[src/rtl/nand_pkg.sv]
// Shared definitions for the NAND controller datapath blocks.
//   burst_state_t : state encoding of the burst sequencer
//   DIR_READ/DIR_WRITE : burst direction encoding carried on 'dir'
//   DEF_DATA_W/DEF_LEN_W : default NAND word width and burst length/address width
package nand_pkg;

    localparam int DEF_DATA_W = 16;
    localparam int DEF_LEN_W  = 14;

    localparam logic DIR_READ  = 1'b0;
    localparam logic DIR_WRITE = 1'b1;

    typedef enum logic [3:0] {
        IDLE,
        FETCH,
        LOAD,
        ISSUE,
        WAIT_HI,
        WAIT_LO,
        STORE,
        NEXT,
        FIN
    } burst_state_t;

endpackage

[src/rtl/io_burst_sequencer.sv]
// Burst sequencer between the command FSM / page buffer and the NAND data IO unit.
// One accepted start runs 'length' word transfers: writes fetch each word from the
// page buffer and hand it to the IO unit, reads take each word from the IO unit and
// store it into the page buffer. Each word uses the IO unit's activate/busy handshake.
// Ports:
//   clk, reset          : clock, asynchronous active-high reset
//   start, dir, length  : burst request (sampled only in IDLE)
//   busy, done, error   : burst status (done is a one-cycle pulse, error is sticky)
//   buf_addr/re/rdata   : page buffer read port (1-cycle read latency)
//   buf_we/wdata        : page buffer write port (shares buf_addr)
//   io_activate, io_wdata, io_rdata, io_busy : IO unit word handshake and data
module io_burst_sequencer
    import nand_pkg::*;
#(
    parameter int DATA_W      = DEF_DATA_W,
    parameter int LEN_W       = DEF_LEN_W,
    parameter int ACT_TIMEOUT = 64
) (
    input  logic              clk,
    input  logic              reset,
    input  logic              start,
    input  logic              dir,
    input  logic [LEN_W-1:0]  length,
    output logic              busy,
    output logic              done,
    output logic              error,
    output logic [LEN_W-1:0]  buf_addr,
    output logic              buf_re,
    input  logic [DATA_W-1:0] buf_rdata,
    output logic              buf_we,
    output logic [DATA_W-1:0] buf_wdata,
    output logic              io_activate,
    output logic [DATA_W-1:0] io_wdata,
    input  logic [DATA_W-1:0] io_rdata,
    input  logic              io_busy
);

    localparam int TMO_W = (ACT_TIMEOUT > 1) ? $clog2(ACT_TIMEOUT) : 1;
    localparam logic [TMO_W-1:0] TMO_LAST = TMO_W'(ACT_TIMEOUT - 1);

    burst_state_t      state;
    burst_state_t      state_nxt;
    logic              dir_q;
    logic [LEN_W-1:0]  len_q;
    logic [LEN_W-1:0]  word_cnt;
    logic [TMO_W-1:0]  tmo_cnt;
    logic              error_q;
    logic [DATA_W-1:0] wdata_q;
    logic              last_word;
    logic              tmo_expired;

    // length is never 0 once NEXT is reached, so length-1 cannot wrap here
    assign last_word   = (word_cnt == (len_q - LEN_W'(1)));
    assign tmo_expired = (tmo_cnt == TMO_LAST);

    // State register
    always_ff @(posedge clk or posedge reset) begin
        if (reset) begin
            state <= IDLE;
        end else begin
            state <= state_nxt;
        end
    end

    // Burst context, word counter, activate timeout, sticky error, IO write word
    always_ff @(posedge clk or posedge reset) begin
        if (reset) begin
            dir_q    <= DIR_READ;
            len_q    <= '0;
            word_cnt <= '0;
            tmo_cnt  <= '0;
            error_q  <= 1'b0;
            wdata_q  <= '0;
        end else begin
            case (state)
                IDLE: begin
                    if (start) begin
                        dir_q    <= dir;
                        len_q    <= length;
                        word_cnt <= '0;
                        error_q  <= 1'b0;
                    end
                end
                LOAD: begin
                    // buffer data requested in FETCH is valid now; held until the next LOAD
                    wdata_q <= buf_rdata;
                end
                ISSUE: begin
                    tmo_cnt <= '0;
                end
                WAIT_HI: begin
                    if (!io_busy) begin
                        if (tmo_expired) begin
                            error_q <= 1'b1;
                        end else begin
                            tmo_cnt <= tmo_cnt + TMO_W'(1);
                        end
                    end
                end
                NEXT: begin
                    if (!last_word) begin
                        word_cnt <= word_cnt + LEN_W'(1);
                    end
                end
                default: ;
            endcase
        end
    end

    // Next state and decoded outputs
    always_comb begin
        state_nxt   = state;
        buf_re      = 1'b0;
        buf_we      = 1'b0;
        buf_addr    = '0;
        buf_wdata   = '0;
        io_activate = 1'b0;
        done        = 1'b0;

        case (state)
            IDLE: begin
                if (start) begin
                    if (length == '0) begin
                        state_nxt = FIN;
                    end else if (dir == DIR_WRITE) begin
                        state_nxt = FETCH;
                    end else begin
                        state_nxt = ISSUE;
                    end
                end
            end
            FETCH: begin
                buf_re    = 1'b1;
                buf_addr  = word_cnt;
                state_nxt = LOAD;
            end
            LOAD: begin
                state_nxt = ISSUE;
            end
            ISSUE: begin
                // hold off if the IO unit is still busy so activate never overlaps it
                if (!io_busy) begin
                    io_activate = 1'b1;
                    state_nxt   = WAIT_HI;
                end
            end
            WAIT_HI: begin
                if (io_busy) begin
                    state_nxt = WAIT_LO;
                end else if (tmo_expired) begin
                    state_nxt = FIN;
                end
            end
            WAIT_LO: begin
                if (!io_busy) begin
                    state_nxt = (dir_q == DIR_WRITE) ? NEXT : STORE;
                end
            end
            STORE: begin
                buf_we    = 1'b1;
                buf_addr  = word_cnt;
                buf_wdata = io_rdata;
                state_nxt = NEXT;
            end
            NEXT: begin
                if (last_word) begin
                    state_nxt = FIN;
                end else begin
                    state_nxt = (dir_q == DIR_WRITE) ? FETCH : ISSUE;
                end
            end
            FIN: begin
                done      = 1'b1;
                state_nxt = IDLE;
            end
            default: begin
                state_nxt = IDLE;
            end
        endcase
    end

    assign busy     = (state != IDLE);
    assign error    = error_q;
    assign io_wdata = wdata_q;

endmodule

[config.mk]
export PLATFORM = sky130hd
export DESIGN_NAME = io_burst_sequencer
export DESIGN_NICKNAME = d
export VERILOG_FILES = /design/src/rtl/nand_pkg.sv /design/src/rtl/io_burst_sequencer.sv
export SDC_FILE = /design/constraint.sdc
export NUM_CORES = 1
export LEC_CHECK = 0
export CAP_MARGIN = 5
export CORE_UTILIZATION = 65
export CTS_CLUSTER_DIAMETER = 30
export DETAILED_ROUTE_END_ITERATION = 12
export DONT_BUFFER_PORTS = 1
export PLACE_DENSITY = 0.81
export SYNTH_ARGS = -nofsm -noshare
export SYNTH_HDL_FRONTEND = slang
export SYNTH_SLANG_ARGS = --single-unit
export TNS_END_PERCENT = 100
[constraint.sdc]
create_clock -name clk -period 4.3 [get_ports clk]
set_input_delay 0.86 -clock clk [delete_from_list [all_inputs] [get_ports clk]]
set_output_delay 0.86 -clock clk [all_outputs]
set_load 0.01 [all_outputs]
==> impl_metrics.tcl <==
set metrics [dict create \
    clockBufferDepth 2 \
    nFillCells 396 \
    grt_max_degree 57 \
    skew_ns 0.01369 \
    synth_compound_area_share_pct 10.61 \
    grt_pass1_vias 2419 \
    worstSetupPathType "reg2out" \
    synth_edf_count 0 \
    drt_pass1_iterations 4 \
    netlist_area_mm2 0.003445 \
    cts.sinks 56 \
    yosysTopAreaCell "dfrtp_1" \
    critPathMaxFanout 18 \
    drc 0 \
    maxCapViolCount 0 \
    ys_async_sr_fraction_pct 100.0 \
    fin_cells 418 \
    min_period_over_period_pct 78.02 \
    irDropWorstVdd_mv 0.4291 \
    die_h_um 74.80 \
    dr_total_vias 2638 \
    cts_setup_buffers 0 \
    final_nets 401 \
    cts_resized 0 \
    h-tree-depth 2 \
    fmax_mhz 298.1 \
    clockRootBuffer "clkbuf_8" \
    detail_route.vias_per_cell 6.311 \
    arrival_ns 2.50 \
    synth_fp_nets 406 \
    synth_simple_gate_area_share_pct 25.46 \
    layout-drive-gt1-share_pct 16.38 \
    synth_top_area_share_pct 40.68 \
    ant_nets 0 \
    rsz0062_at_grt "no" \
    cp_common_cell "nor2_1" \
    path_buf_inv 0 \
    synthMuxAreaShare_pct 14.20 \
    path_delay_family "simple AND/OR/NAND/NOR gates" \
    hold_path.class "reg2reg" \
    die_w_um 74.80 \
    clk_latency_ns 0.32 \
    dp_cells 410 \
    slew_violations 0 \
    synth_fa_ha_area_share_pct 1.090 \
    power_density_mw_per_mm2 615.5 \
    setup_viol 0 \
    ctsHoldBuffers 0 \
    synthFlopType "dfrtp_1" \
    utilization_pct 70.14 \
    dp_hpwl_um 5453 \
    gp_congestion 0.8784 \
    total_power_w 0.002205 \
    clkTransAtPathRegs_ns 0.10 \
    antenna_cells 0 \
    synth_top_family_by_area "simple AND/OR/NAND/NOR gates" \
    ys_warn_count 0 \
    seq_area_frac_synth_pct 40.68 \
    fin_crit_ns 3.355 \
    max-slew-margin-rel_pct 17.45 \
    required_ns 3.44 \
    leakage_nw 1.437 \
    status "completed" \
    rows 26 \
    syn_to_final_growth_pct 3.996 \
    drt_iter0_drc 184 \
    core-area_mm2 0.005107 \
    ys_types 54 \
    synth_area_leaders "dfrtp_1, mux2_2, mux2i_1, xnor2_1, and2_1" \
    hold_violations 0 \
    io_pins 103 \
    path_cells "nand2b_1 -> nor2_1 -> nor2_1 -> nor2b_1" \
    die_area_mm2 0.005594 \
    start_kind "flop" \
    grt_pass1_wl_um 11490 \
    synthCells 352 \
    antenna_found_initial 0 \
    tightest_slew_ns 1.232 \
    syn-mean-instance-area_um2 9.786 \
    grt-ovfl-total 0 \
    synth_xor_area_share_pct 5.340 \
    wire_per_inst_um 17.32 \
    grt_usage_pct 27.58 \
    critical_path.max_stage_delay_ns 0.64 \
    yosys_register_bits 56 \
    port_buffers 0 \
    cts_tree "built" \
    end_kind "output pin" \
    numCtsBuffers 5 \
    initial_utilization_pct 67.44 \
    tns_ns 0 \
    cp_slowest_cell "nor2_1" \
    wl_um 7239 \
]
[sequential cells by signal, indices dropped and copies added, names as in the netlist]
name,flops
io_wdata,16
error,1
word_cnt,14
state,4
tmo_cnt,6
len_q,14
dir_q,1
[area by class of cell]
cell class	instances	area, um^2	area share, %
Clock buffer	5	68.82	1.921
Inverter	8	30.03	0.8383
Timing Repair Buffer	2	15.01	0.4191
Tap cell	70	87.58	2.445
Multi-Input combinational cell	274	1958	54.66
Clock inverter	3	21.27	0.5938
Sequential cell	56	1401	39.12
[stage by stage]
step	hold slack (ns)	worst slack (ns)	area (um^2)
after global routing	0.5259	0.4118	3582
final	0.5061	0.9450	3582
after floorplan	0.4448	1.861	3445
after global placement	0.4826	1.404	3492
after CTS	0.5055	0.8692	3582
after detailed placement	0.4925	1.270	3492
[worst register-to-register path, delay by kind of cell (launching register included)]
family,cells,cell delay [ns]
DFF,1,0.44
buffers and inverters,1,0.08
muxes,1,0.13
adders and majority gates,1,0.24
and+or+nand+nor,3,1.24
AOI/OAI and AO/OA,2,0.45
[synthesized netlist by cell type, drive strengths merged (2+ instances only)]
cell type and count:
dfrtp 56, mux2 31, nand2 28, nor2 24
and2 18, nand2b 15, a21oi 14, mux2i 14
nor2b 14, o21ai 13, xnor2 13, clkbuf 12
nand3 11, inv 8, nor4 8, xor2 8
nor3 7, nand4 5, a2111oi 4, and3 4
and4 4, a211oi 3, a21boi 3, ha 3
nor4b 3, or3 3, a22oi 2, a311oi 2
buf 2, nand3b 2, nand4b 2, o22ai 2
or4 2
[power breakdown]
group          switching, W  leakage, nW  internal [W]
clock              0.000174       0.0445      0.000116
sequential         0.000287        0.708      0.000716
combinational      0.000475        0.684      0.000436
[layout by cell type (no fill, tap or decap), types with 3 or more instances in the layout]
| cell | netlist | final |
|---|---|---|
| nor2b_1 | 14 | 14 |
| nor3_2 | 2 | 3 |
| and3_1 | 4 | 4 |
| nor3_1 | 5 | 4 |
| a21oi_1 | 14 | 14 |
| nor4_2 | 3 | 3 |
| xnor2_1 | 13 | 13 |
| inv_1 | 8 | 7 |
| clkbuf_8 | 0 | 5 |
| mux2_2 | 31 | 31 |
| dfrtp_1 | 56 | 56 |
| mux2i_1 | 14 | 14 |
| nand3_1 | 11 | 11 |
| and4_1 | 4 | 4 |
| o21ai_1 | 5 | 5 |
| a2111oi_2 | 3 | 3 |
| nor4_1 | 5 | 5 |
| ha_1 | 3 | 3 |
| nand4_1 | 5 | 5 |
| and2_1 | 18 | 18 |
| nor2_1 | 24 | 24 |
| nand2b_1 | 15 | 15 |
| or3_1 | 3 | 3 |
| xor2_1 | 8 | 8 |
| nand2_1 | 28 | 28 |
| o21ai_0 | 8 | 8 |
[layer usage]
metal  vias to the layer above  track usage [%]  part of all wire, %
met5                         -                0                    0
met4                         0            8.805                  1.5
met3                         9            4.685                  6.8
met2                       123            45.25                   49
met1                      1263            37.62                   42
li1                       1243                -                    -
[cells by family (layout without fill, tap and decap cells)]
kind of cell | count (synthesis) | in the layout
flops | 56 | 56
fa+ha+maj | 3 | 3
compound gates | 52 | 52
xor+xnor | 21 | 21
buf+inv | 22 | 18
simple gates | 153 | 153
mux | 45 | 45
[path summary, 6_finish.rpt]
path,from,end,slack [ns],cells after the start
min in group asynchronous,reset,io_wdata[0]$_DFFE_PP0P_,0.61,2
hold reg to reg,dir_q$_DFFE_PP0P_,state[1]$_DFFE_PP0P_,0.51,1
setup / recovery,state[0]$_DFFE_PP0P_,buf_addr[6],0.94,4
max in group asynchronous,reset,len_q[7]$_DFFE_PP0P_,3.25,2
setup reg to reg,len_q[0]$_DFFE_PP0P_,word_cnt[0]$_DFFE_PP0P_,1.60,8
hold / removal,dir_q$_DFFE_PP0P_,state[1]$_DFFE_PP0P_,0.51,1
No activity file was read; power rests on OpenSTA's default activity.
